<file path="config.mk">
export PLATFORM = sky130hd
export DESIGN_NAME = generador_flancos
export DESIGN_NICKNAME = d
export VERILOG_FILES = /design/src/rtl/generador_flancos_pkg.sv /design/src/rtl/temporizador_ventana.sv /design/src/rtl/generador_flancos.sv
export SDC_FILE = /design/constraint.sdc
export NUM_CORES = 1
export LEC_CHECK = 0
export BUFFER_PORTS_ARGS = -buffer_cell sky130_fd_sc_hd__buf_4
export CAP_MARGIN = 10
export CORE_MARGIN = 3
export CORE_UTILIZATION = 45
export DETAILED_ROUTE_END_ITERATION = 10
export PLACE_DENSITY = 0.7
export SYNTH_ARGS = -nofsm -noshare
export SYNTH_HDL_FRONTEND = slang
export SYNTH_SLANG_ARGS = --single-unit
</file>
<file path="constraint.sdc">
create_clock -name clk -period 8.8 [get_ports clk]
set_input_delay 2.64 -clock clk [delete_from_list [all_inputs] [get_ports clk]]
set_output_delay 2.64 -clock clk [all_outputs]
set_load 0.01 [all_outputs]
</file>
<file path="src/rtl/generador_flancos_pkg.sv">
// Shared constants for the sensor edge-count link: code values, decode thresholds, FSM states.
package generador_flancos_pkg;

    localparam logic [2:0]  CODE_LOW          = 3'd2;
    localparam logic [2:0]  CODE_MID          = 3'd3;
    localparam logic [2:0]  CODE_HIGH         = 3'd4;
    localparam int unsigned UMBRAL_1          = 15;
    localparam int unsigned UMBRAL_2          = 30;
    localparam int unsigned MAX_EDGES         = 255;
    localparam int unsigned DEF_WINDOW_CYCLES = 25_000_000;

    typedef enum logic [1:0] {StIdle, StSend, StDone} estado_t;

endpackage

</file>
<file path="src/rtl/temporizador_ventana.sv">
// Window timer: counts WINDOW_CYCLES cycles after a start pulse and flags the last one.
module temporizador_ventana #(
    parameter int unsigned WINDOW_CYCLES = 25_000_000
) (
    input  logic clk,
    input  logic rst,
    input  logic i_start,
    output logic o_active,
    output logic o_last
);

    logic [31:0] r_count;
    logic        r_active;
    logic        w_at_end;

    assign w_at_end = (r_count == 32'(WINDOW_CYCLES - 1));

    always_ff @(posedge clk or posedge rst) begin
        if (rst) begin
            r_count  <= '0;
            r_active <= 1'b0;
        end else if (i_start) begin
            r_count  <= '0;
            r_active <= 1'b1;
        end else if (r_active) begin
            if (w_at_end) begin
                r_count  <= '0;
                r_active <= 1'b0;
            end else begin
                r_count <= r_count + 32'd1;
            end
        end
    end

    assign o_active = r_active;
    assign o_last   = r_active & w_at_end;

endmodule

</file>
<file path="src/rtl/generador_flancos.sv">
// Transmit side of the edge-count link: turns an accepted code into a burst of evenly
// spaced falling edges on sensor_out within one timer window.
module generador_flancos
    import generador_flancos_pkg::*;
#(
    parameter int unsigned WINDOW_CYCLES = DEF_WINDOW_CYCLES,
    parameter int unsigned EDGES_C2      = 10,
    parameter int unsigned EDGES_C3      = 23,
    parameter int unsigned EDGES_C4      = 40
) (
    input  logic       clk,
    input  logic       rst,
    input  logic [2:0] i_code_in,
    input  logic       i_code_valid,
    output logic       o_code_ready,
    output logic       o_sensor_out,
    output logic       o_busy,
    output logic       o_done,
    output logic       o_err,
    output logic [7:0] o_edges_sent
);

    localparam int unsigned P_C2 = (EDGES_C2 == 0) ? 0 : WINDOW_CYCLES / EDGES_C2;
    localparam int unsigned P_C3 = (EDGES_C3 == 0) ? 0 : WINDOW_CYCLES / EDGES_C3;
    localparam int unsigned P_C4 = (EDGES_C4 == 0) ? 0 : WINDOW_CYCLES / EDGES_C4;
    localparam int unsigned L_C2 = P_C2 / 2;
    localparam int unsigned L_C3 = P_C3 / 2;
    localparam int unsigned L_C4 = P_C4 / 2;

    if (EDGES_C2 < 1 || EDGES_C2 > UMBRAL_1 ||
        EDGES_C3 <= UMBRAL_1 || EDGES_C3 > UMBRAL_2 ||
        EDGES_C4 <= UMBRAL_2 || EDGES_C4 > MAX_EDGES ||
        P_C2 < 2 || P_C3 < 2 || P_C4 < 2) begin : g_param_check
        $error("generador_flancos: edge counts out of decode range or period below 2");
    end

    estado_t     r_state;
    logic        r_ready, r_busy, r_done, r_err, r_sensor;
    logic [7:0]  r_num, r_pidx, r_edges;
    logic [31:0] r_per, r_low, r_pcnt;

    logic        w_handshake, w_code_ok, w_start, w_active, w_last;
    logic [7:0]  w_num, w_pidx_nx;
    logic [31:0] w_per, w_low, w_pcnt_nx;
    logic        w_per_end, w_low_nx;

    assign w_handshake = i_code_valid & r_ready;
    assign w_start     = w_handshake & w_code_ok;

    always_comb begin
        w_code_ok = 1'b0;
        w_num     = '0;
        w_per     = '0;
        w_low     = '0;
        case (i_code_in)
            CODE_LOW: begin
                w_code_ok = 1'b1;
                w_num     = 8'(EDGES_C2);
                w_per     = 32'(P_C2);
                w_low     = 32'(L_C2);
            end
            CODE_MID: begin
                w_code_ok = 1'b1;
                w_num     = 8'(EDGES_C3);
                w_per     = 32'(P_C3);
                w_low     = 32'(L_C3);
            end
            CODE_HIGH: begin
                w_code_ok = 1'b1;
                w_num     = 8'(EDGES_C4);
                w_per     = 32'(P_C4);
                w_low     = 32'(L_C4);
            end
            default: ;
        endcase
    end

    // Next-cycle position inside the burst; pidx saturates once all N periods are done.
    always_comb begin
        w_per_end = (r_pcnt == r_per - 32'd1);
        w_pcnt_nx = w_per_end ? '0 : r_pcnt + 32'd1;
        w_pidx_nx = (w_per_end && r_pidx != r_num) ? r_pidx + 8'd1 : r_pidx;
        w_low_nx  = (w_pidx_nx < r_num) && (w_pcnt_nx < r_low) && w_active;
    end

    temporizador_ventana #(
        .WINDOW_CYCLES(WINDOW_CYCLES)
    ) u_temporizador (
        .clk     (clk),
        .rst     (rst),
        .i_start (w_start),
        .o_active(w_active),
        .o_last  (w_last)
    );

    always_ff @(posedge clk or posedge rst) begin
        if (rst) begin
            r_state  <= StIdle;
            r_ready  <= 1'b1;
            r_busy   <= 1'b0;
            r_done   <= 1'b0;
            r_err    <= 1'b0;
            r_sensor <= 1'b1;
            r_num    <= '0;
            r_pidx   <= '0;
            r_edges  <= '0;
            r_per    <= '0;
            r_low    <= '0;
            r_pcnt   <= '0;
        end else begin
            r_done <= 1'b0;
            r_err  <= 1'b0;
            case (r_state)
                StIdle: begin
                    if (w_handshake) begin
                        if (w_code_ok) begin
                            // First fall lands on the first SEND cycle, so it is counted here.
                            r_state  <= StSend;
                            r_ready  <= 1'b0;
                            r_busy   <= 1'b1;
                            r_num    <= w_num;
                            r_per    <= w_per;
                            r_low    <= w_low;
                            r_pcnt   <= '0;
                            r_pidx   <= '0;
                            r_sensor <= 1'b0;
                            r_edges  <= 8'd1;
                        end else begin
                            r_err <= 1'b1;
                        end
                    end
                end
                StSend: begin
                    if (w_last) begin
                        r_state  <= StDone;
                        r_done   <= 1'b1;
                        r_sensor <= 1'b1;
                    end else begin
                        r_pcnt   <= w_pcnt_nx;
                        r_pidx   <= w_pidx_nx;
                        r_sensor <= ~w_low_nx;
                        if (r_sensor && w_low_nx) begin
                            r_edges <= r_edges + 8'd1;
                        end
                    end
                end
                StDone: begin
                    r_state <= StIdle;
                    r_busy  <= 1'b0;
                    r_ready <= 1'b1;
                end
                default: r_state <= StIdle;
            endcase
        end
    end

    assign o_code_ready = r_ready;
    assign o_sensor_out = r_sensor;
    assign o_busy       = r_busy;
    assign o_done       = r_done;
    assign o_err        = r_err;
    assign o_edges_sent = r_edges;

endmodule

</file>
Word-level counts from Yosys, hierarchy flattened:

Cells that the tools add are included.

* register bits after elaboration: 160
* input port bits: 6
* output and inout bits: 13

* add/subtract/negate cells: 5
* $lt $le $gt $ge: 2
* equal/unequal tests: 13
* multiplexer cells: 42
* bitwise operators: 4
* reduce and logical (&&, ||, !) cells: 15

Operators with widths (number)
* $mux W32: 7
* $pmux W22 S3: 1
* $add A32 B1 Y32 const B: 2
* $mux W8: 8
* $pmux W32 S2: 1
* $pmux W21 S3: 1
* $eq A32 B25 Y1 const B: 1
* $eq A32 B32 Y1: 1
* $lt A32 B32 Y1: 1
* $pmux W8 S2: 2
* $sub A32 B1 Y32 const B: 1
* $pmux W6 S3: 1
* $add A8 B1 Y8 const B: 2
* $mux W1: 14
* $reduce_and A3 Y1: 4
* $lt A8 B8 Y1: 1
* $ne A2 B2 Y1 const B: 4
* $ne A8 B8 Y1: 1
* $eq A3 B2 Y1 const B: 2
* $mux W2: 3
* $pmux W1 S2: 3
* $reduce_bool A2 Y1: 3
* $reduce_and A5 Y1: 1
* $logic_and A1 B1 Y1: 4
* 10 further kinds: 12

Longest topological paths before layout:

Gate-level depths: netlist of run 1.

* depth after elaboration: 11
* mapped depth: 22
* depth with buffers taken out: 21

Hierarchy:

Synthesis of run 1 repeated with hierarchy kept, for this count alone.

* cells, all modules: 865
* area total of the unflattened synthesis: 7255.7 um^2

By module, submodules not included
* generador_flancos: times used 1, cells an instance 642, area an instance 5300.1 um^2
* temporizador_ventana: times used 1, cells an instance 223, area an instance 1955.6 um^2

Worst setup path before layout of run 1:

No wires, ideal clock.

* path type: reg2reg
* start point: reg r_per[15]
* end point: reg r_edges[2] (netlist: o_edges_sent[2])
* setup time: 0.119 ns
* data arrival time: 5.154 ns
* data required time: 8.681 ns
* path slack: 3.527 ns
* cell stages (with the launch flop): 22
* path through: dfrtp_1 > clkbuf_1 > inv_1 > ha_1 > ha_1 > or3b_2 > or3_1 > a211oi_1 > nand3_1 > nor2_1 > clkbuf_1 > nor2_1 > ha_1 > a21o_1 > a21o_1 > a21oi_1 > o22ai_1 > nor4bb_1 > o211ai_1 > a211oi_4 > a31oi_1 > o21a_1

* word-level cells in the longest chain between the ends: 10
* elaborated cells between the ends (all ways): 12
* classes of those cells: add/sub (1); order compare (2); eq/ne (2); mux (2); reduce/logical (5)

Ends and longest elaborated chain
* start, declared: line generador_flancos.sv:40 `logic [31:0] r_per, r_low, r_pcnt;`
* start signal, assigned: line generador_flancos.sv:122 `r_per <= w_per;`
* $sub A32 B1 Y32 *: line generador_flancos.sv:80 `w_per_end = (r_pcnt == r_per - 32'd1);`
* $eq A32 B32 Y1 *: line generador_flancos.sv:80
* parallel branches: the longest is 3 deep, another holds $lt A32 B32 Y1
* $logic_and A1 B1 Y1 * (2 in a row): line generador_flancos.sv:83 `w_low_nx = (w_pidx_nx < r_num) && (w_pcnt_nx < r_low) && w_active;`
* $logic_and A1 B1 Y1 *: line generador_flancos.sv:142 `if (r_sensor && w_low_nx) begin`
* $ne A2 B2 Y1 (no line) *
* $reduce_and A5 Y1 (no line) *
* end signal, assigned: line generador_flancos.sv:143 `r_edges <= r_edges + 8'd1;`
* end, declared: line generador_flancos.sv:39 `logic [7:0] r_num, r_pidx, r_edges;`

Mark *: on every way between the ends.
A chain may end at the register's enable or synchronous reset.

Worst setup path in the final report of run 1:

* start point: reg r_num[4]
* end point: reg r_edges[2] (netlist: o_edges_sent[2])

* word-level cells in the longest chain between the ends: 9

Ends and longest elaborated chain
* start, declared: line generador_flancos.sv:39
* start signal, assigned: line generador_flancos.sv:121 `r_num <= w_num;`
* $ne A8 B8 Y1: line generador_flancos.sv:82 `w_pidx_nx = (w_per_end && r_pidx != r_num) ? r_pidx + 8'd1 : r_pidx;`
* $logic_and A1 B1 Y1: line generador_flancos.sv:82
* $mux W8: line generador_flancos.sv:82
* $lt A8 B8 Y1 *: line generador_flancos.sv:83
* $logic_and A1 B1 Y1 * (2 in a row): line generador_flancos.sv:83
* $logic_and A1 B1 Y1 *: line generador_flancos.sv:142
* $ne A2 B2 Y1 (no line) *
* $reduce_and A5 Y1 (no line) *

Every way passes the cells marked *; elsewhere a longest branch is shown, timed or not.

==> metrics, run 1 <==
status=completed; RR Startpoint=r_num[4]; Initial DRC Count=575; share of the synthesized area in the top cell type=34.1%; FFs w/ async S/R, synth=100%; cell-internal power=0.685 mW; placer congestion estimate=0.915; number of synthesized flops with an enable pin=0; hold path start=o_code_ready; router iterations before antenna repair=5; Worst path max stage delay=0.58 ns; final WL=17500 um; Worst setup SP type=flip-flop; peak supply drop=0.120 mV; Lkg Pwr=3.07 nW; switching part of the total=25.0%; Slew headroom=25.6%; Layout Utilization=50.1%; htree depth=3; Yosys reg bits=95; Seq/Total Area, Yosys=34.9%; CP Class=flip-flop to flip-flop; cells along the critical path=inv_1 -> ha_1 -> ha_1 -> or3b_2 -> or3_1 -> a211oi_1 -> nand3_1 -> nor2_2 -> buf_4 -> nor2_1 -> ha_1 -> a21o_1 -> a21o_1 -> a21oi_1 -> o22ai_1 -> nor4bb_1 -> o211ai_1 -> a211oi_4 -> a31oi_1 -> o21a_1; Post-Synthesis Cells=822; Arrival @ worst endpoint=6.40 ns; switching power=0.229 mW; hold_buf cts=0; final max-slew violation count=0; fin area=0.00737 mm2; clock-pin slew on the worst setup and hold paths=0.07 ns; Max Clk Rate=162 MHz; Synth Cell Area=0.00682 mm2; Final nets=841; Period minus WS final=6.16 ns; yosys warns=0; clock tree from TritonCTS=built; met3 Track Usage GR=4.16%; ys flop type=dfrtp_1; number of fill cells=1375; Die Wd=129 um; post-route antenna net violation count=0; FF-to-FF setup slack=2.64 ns; Clock Sink Count=95; initial antenna violation count=0; wire per inst=17.5 um; Commonest cells post-synth=dfrtp_1, nand2_1, o21ai_0; IO Pins=19; skew final=0.0121 ns; gr busiest metal=met1; top-count cell post-synth=dfrtp_1; P&R area growth vs syn=8.01%; Antenna diodes=0; met1 Use GR=32.1%; hold_ws=0.501 ns; Flop pwr share=49.6%; Clock power frac=46.6%; Setup TNS=0 ns; setup repair bufs after CTS=0; Detailed Place HPWL=12300 um; Die ar.=0.0167 mm2; crit path max fanout=33; period utilisation layout=70.0%; Max Cap Violations=0; RSZ-0062 raised after global routing=false; global-route wire length before repair=28800 um; critical path startpoint=r_num[4]; Rows=44; share of cells above drive strength 1=8.49%; post-CTS sizing=0; total chip power=0.914 mW; clock latency on the worst-skew pair=0.36 ns; Tot GR Track Use=21.3%; Port Buf Inserts=18; CTS Buf Count=9; Final Hold Viols=0; post-synth cell types=80; average size of a mapped cell=8.30 um2; core area=0.0147 mm2; Synth area leaders=dfrtp_1, o21ai_0, ha_1, nand3_1, nand2_1; Worst setup EP type=flip-flop; largest net degree at the start of global routing=76; Critical Path RT=9.05 ns; DRC violations left=0; CP most frequent cell=ha_1; combinational share of power=3.8%; placed cell area=0.00706 mm2; initial core utilization=46.4%; Global Route met2 Usage=31.0%; vias in the first global route=5504; Vias/cell=6.19; total congestion overflow=0; Setup Viol. Count Final=0; biggest area consumer among synthesized cells=dfrtp_1; CP max stage cell=nor4bb_1; Root Driver=clkbuf_16; post-synthesis net count=855; Worst-Margin Slew=1.11 ns; pwr/cell area=124 mW/mm2; Vias=6170; worst hold path class=flip-flop to flip-flop; die height=129 um; CTS max path bufs=2
## layout make-up
cell class	instances	area [um2]	share of cell area, %
sequential	95	2380	32.3
clock buffer	9	225	3.06
inverter	21	81.3	1.10
clock inverter	7	86.3	1.17
timing repair buffer	26	195	2.65
tap	184	230	3.12
multi-input combinational	655	4170	56.6
## metrics by stage
| stage | cells | setup slack [ns] |
|---|---|---|
| after floorplan | 822 | 3.53 |
| after global placement | 981 | 2.96 |
| after detailed placement | 981 | 2.81 |
| after CTS | 997 | 2.80 |
| after global routing | 997 | 2.28 |
| final | 997 | 2.64 |
## metal layers
layer	wire [um]	part of all wire [%]
met4	295	1.7
met5	0	0
met3	1150	6.6
met1	8560	49
met2	7490	43
## power groups by stage
stage          combinational, mW  clock (mW)  sequential (mW)
2_1_floorplan             0.0254           0            0.460
3_3_place_gp              0.0347           0            0.462
3_5_place_dp              0.0356           0            0.462
4_1_cts                   0.0356       0.432            0.454
5_1_grt                   0.0392       0.451            0.455
6_report                  0.0345       0.426            0.454
## cells in the final DEF (no fill, tap or decap), types with 5 or more instances in the layout
master / n
and2_1: 10
a21oi_1: 23
nand4_1: 27
o21ai_0: 77
a21o_1: 9
nor4_1: 14
clkbuf_16: 9
nand3_1: 60
inv_1: 19
nor3_1: 15
a31oi_1: 6
a211oi_1: 5
or3_1: 7
xnor2_1: 30
nor2_1: 68
buf_4: 26
nor3b_1: 5
and3_1: 32
nand2_1: 79
mux2i_1: 10
xor2_1: 23
ha_1: 27
dfrtp_1: 93
nand2b_1: 8
o31ai_1: 26
and4_1: 14
## path summary, 6_finish.rpt
| kind | to | cells past startpoint |
|---|---|---|
| max | o_edges_sent[2] | 20 |
| min reg2reg | o_code_ready | 2 |
| min in group asynchronous | r_pcnt[1] | 2 |
| max in group asynchronous | r_num[3] | 3 |
| max reg2reg | o_edges_sent[2] | 20 |
| min | o_code_ready | 2 |
## cell families after synthesis
group / after synthesis / share of synthesized area, %
adders and majority gates: 28 / 5.10
xor gates and xnor gates: 53 / 6.80
AOI/OAI and AO/OA: 194 / 18.9
and+or+nand+nor: 368 / 28.4
DFF: 95 / 34.9
buffers and inverters: 72 / 4.11
muxes: 12 / 1.80
## critical path: cells and delay by family (launching register included)
family,cells,cell delay (ns)
AOI/OAI and AO/OA,9,1.82
DFF,1,0.56
buffers and inverters,2,0.71
and+or+nand+nor,6,1.98
adders and majority gates,3,0.96
## flip-flops by register name (all words and copies together) (netlist names)
register	count
r_num	3
u_temporizador.r_count	32
o_sensor_out	1
r_state	2
r_per	4
o_edges_sent	8
o_code_ready	1
r_pcnt	32
o_err	1
o_busy	1
u_temporizador.o_active	1
r_pidx	8
o_done	1
No activity file was read; power rests on OpenSTA's default activity.
==> run 2: changes to the inputs <==
--- a/config.mk
+++ b/config.mk
@@ -5,6 +5,7 @@
 export SDC_FILE = /design/constraint.sdc
 export NUM_CORES = 1
 export LEC_CHECK = 0
+export ABC_AREA = 1
 export BUFFER_PORTS_ARGS = -buffer_cell sky130_fd_sc_hd__buf_4
 export CAP_MARGIN = 10
 export CORE_MARGIN = 3
==> constraint.sdc (replaced) <==
create_clock -name clk -period 6.4 [get_ports clk]
set_input_delay 1.92 -clock clk [delete_from_list [all_inputs] [get_ports clk]]
set_output_delay 1.92 -clock clk [all_outputs]
set_load 0.01 [all_outputs]
==> run 2 against run 1 <==
Final area rose by 8.0%. Via count rose by 19%. Wire length rose by 24%. Die area rose by 7.2%. Final cell count rose by 31%. Largest cell class unchanged. Count of clock-buffer cells in the layout rose by 1. Sequential power rose by 37%. Worst hold slack got worse by 0.00058 ns. Non-clock buffer count fell by 4. First-iteration DRC count fell by 2.4%. Flip-flop and latch count did not move. Utilization fell by 0.19 points.
==> metrics, run 2 <==
Arrival @ worst endpoint=5.59 ns (-0.81 ns); Synth area leaders=dfrtp_1, nand2_1, inv_1, nand3_1, nor2_1; CTS Buf Count=9 (unchanged); P&R area growth vs syn=8.51%; Rows=46 (+4.5%); share of the synthesized area in the top cell type=31.7% (-2.4 points); post-CTS sizing=0 (unchanged); Top delay family on crit path=simple AND/OR/NAND/NOR gates; Seq/Total Area, Yosys=32.4% (-2.5 points); htree depth=3 (unchanged); Worst setup SP type=flip-flop; Final nets=1114 (+32%); hold_buf cts=0 (unchanged); vias in the first global route=6933 (+26%); critical path startpoint=r_num[4]; ys flop type=dfrtp_1; largest net degree at the start of global routing=61 (-20%); leading cell type in the layout, fill and taps excluded=nand2_1; core area=0.0159 mm2 (+8.5%); period utilisation layout=82.8% (+13 points); initial core utilization=46.0% (-0.39 points); Die ar.=0.0179 mm2 (+7.2%); crit path max fanout=13 (-61%); FFs w/ async S/R, synth=100% (unchanged); post-synthesis net count=1103 (+29%); average size of a mapped cell=6.86 um2 (-17%); setup repair bufs after CTS=0 (unchanged); Initial DRC Count=561 (-2.4%); final WL=21700 um (+24%); Die Wd=134 um (+3.5%); total congestion overflow=0 (unchanged); pre-CTS WS=1.21 ns (-1.60 ns); clock-pin slew on the worst setup and hold paths=0.07 ns (about the same); clock tree from TritonCTS=built; worst hold path depth=2 (unchanged); top-count cell post-synth=nand2_1; Regs by FF count=r_pcnt: 32 flops, u_temporizador.r_count: 32 flops; WP buf/inv=3 (+1); skew final=0.00869 ns (-0.00340 ns); Worst path max stage delay=0.60 ns (+0.02 ns); Vias/cell=5.64 (-8.9%); IO Pins=19 (unchanged); Vias=7338 (+19%); placer congestion estimate=1.00 (+9.3%); DRC violations left=0 (unchanged); commonest cells after routing, fill and taps aside=nand2_1, inv_1, nor2_1; yosys warns=0 (unchanged); Worst-Margin Slew=0.973 ns (-0.134 ns); pwr/cell area=153 mW/mm2 (+23%); CP max stage cell=dfrtp_1; RSZ-0062 raised after global routing=false; post-synth cell types=53 (-34%); global-route wire length before repair=35800 um (+24%); worst hold path class=flip-flop to flip-flop; router iterations before antenna repair=6 (+1); Worst setup EP type=flip-flop; wire per inst=16.7 um (-5.1%); CTS max path bufs=2 (unchanged); RR Startpoint=r_num[4]; Max Cap Violations=0 (unchanged); hold path start=o_code_ready; Setup TNS=0 ns (unchanged); Setup Viol. Count Final=0 (unchanged); Yosys reg bits=95 (unchanged); final max-slew violation count=0 (unchanged); Tot GR Track Use=25.0% (+3.6 points); worst setup margin=1.10 ns (-1.54 ns); Slew headroom=35.1% (+9.4 points); Detailed Place HPWL=16400 um (+33%); Period minus WS final=5.30 ns (-0.858 ns); Antenna diodes=0 (unchanged); number of synthesized flops with an enable pin=0 (unchanged); Clock Sink Count=95 (unchanged); peak supply drop=0.136 mV (+14%); CP Class=flip-flop to flip-flop; CP most frequent cell=nand2_1; Post-Synthesis Cells=1070 (+30%); biggest area consumer among synthesized cells=dfrtp_1; FF-to-FF path depth=25 (+25%); Commonest cells post-synth=nand2_1, inv_1, nor2_1; share of cells above drive strength 1=6.63% (-1.9 points); Port Buf Inserts=18 (unchanged); Critical Path RT=6.69 ns (-2.36 ns); Final Hold Viols=0 (unchanged); post-route antenna net violation count=0 (unchanged); Lkg Pwr=3.83 nW (+24%); initial antenna violation count=0 (unchanged); die height=134 um (+3.5%); CP Depth=25 (+25%); Synth Cell Area=0.00734 mm2 (+7.6%); status=completed; Root Driver=clkbuf_16; clock latency on the worst-skew pair=0.36 ns (about the same); Max Clk Rate=189 MHz (+16%)
## run 2: path summary, 6_finish.rpt
check	endpoint	slack, ns
setup / recovery	o_edges_sent[6]	1.10
max in group asynchronous	r_pcnt[12]	3.67
hold / removal	o_code_ready	0.50
min in group asynchronous	u_temporizador.r_count[19]	1.59
hold reg to reg	o_code_ready	0.50
setup reg to reg	o_edges_sent[6]	1.10
## run 2: metal layers
| metal | routed length [um] | share of wire (%) | up-vias | GRT usage, % |
|---|---|---|---|---|
| li1 | - | - | 3596 | - |
| met1 | 9720 | 45 | 3384 | 35.0 |
| met2 | 9630 | 44 | 317 | 38.6 |
| met3 | 1790 | 8.2 | 41 | 4.87 |
| met4 | 552 | 2.5 | 0 | 8.80 |
| met5 | 0 | 0 | - | 0 |
## run 2: through the flow
stage               instance area (um2)  total power, mW  utilization, %  cells  hold slack (ns)
floorplan                          7340            0.676               -   1070            0.443
global placement                   7670            0.689            48.1   1286            0.480
detailed placement                 7670            0.692            48.1   1286            0.479
CTS                                7960             1.23            49.9   1302            0.499
global route                       7960             1.26            49.9   1302            0.530
finish                             7960             1.22            49.9   1302            0.500
## run 2: final cells by class
cell class	count	area (um2)
fill	1622	7980
multi-input combinational	788	4230
sequential	95	2380
inverter	165	623
tap	216	270
clock buffer	10	239
timing repair buffer	22	165
clock inverter	6	51.3
## run 2: cells by family after synthesis
| logic type | after synthesis | share of synthesized area, % |
|---|---|---|
| xor+xnor | 44 | 5.35 |
| fa+ha+maj | 27 | 4.60 |
| buf+inv | 187 | 9.87 |
| simple gates | 571 | 35.8 |
| flops | 95 | 32.4 |
| compound gates | 146 | 12.0 |
## run 2: power by group
part           switching [mW]  internal [mW]  total (mW)
Combinational          0.0390         0.0196      0.0586
Sequential            0.00880          0.612       0.621
Clock                   0.256          0.280       0.536
Total                   0.304          0.912        1.22
## run 2: worst reg2reg max path, cell delays in order (launching register included)
cell,delay (ns)
dfrtp_1,0.60
clkinv_1,0.57
ha_1,0.54
ha_1,0.33
nand2_1,0.11
nand2_1,0.06
nor4b_1,0.28
nand4_1,0.13
nor3_1,0.19
nand3_1,0.09
nor2_1,0.21
nand2_1,0.11
nor4_1,0.24
xor2_1,0.22
inv_1,0.06
ha_1,0.18
a211o_1,0.29
nor2_1,0.10
nand2_1,0.06
inv_1,0.08
nand4_1,0.12
nor2_2,0.16
nand4_4,0.20
nand2_4,0.14
nand2_1,0.08
nand2_1,0.06
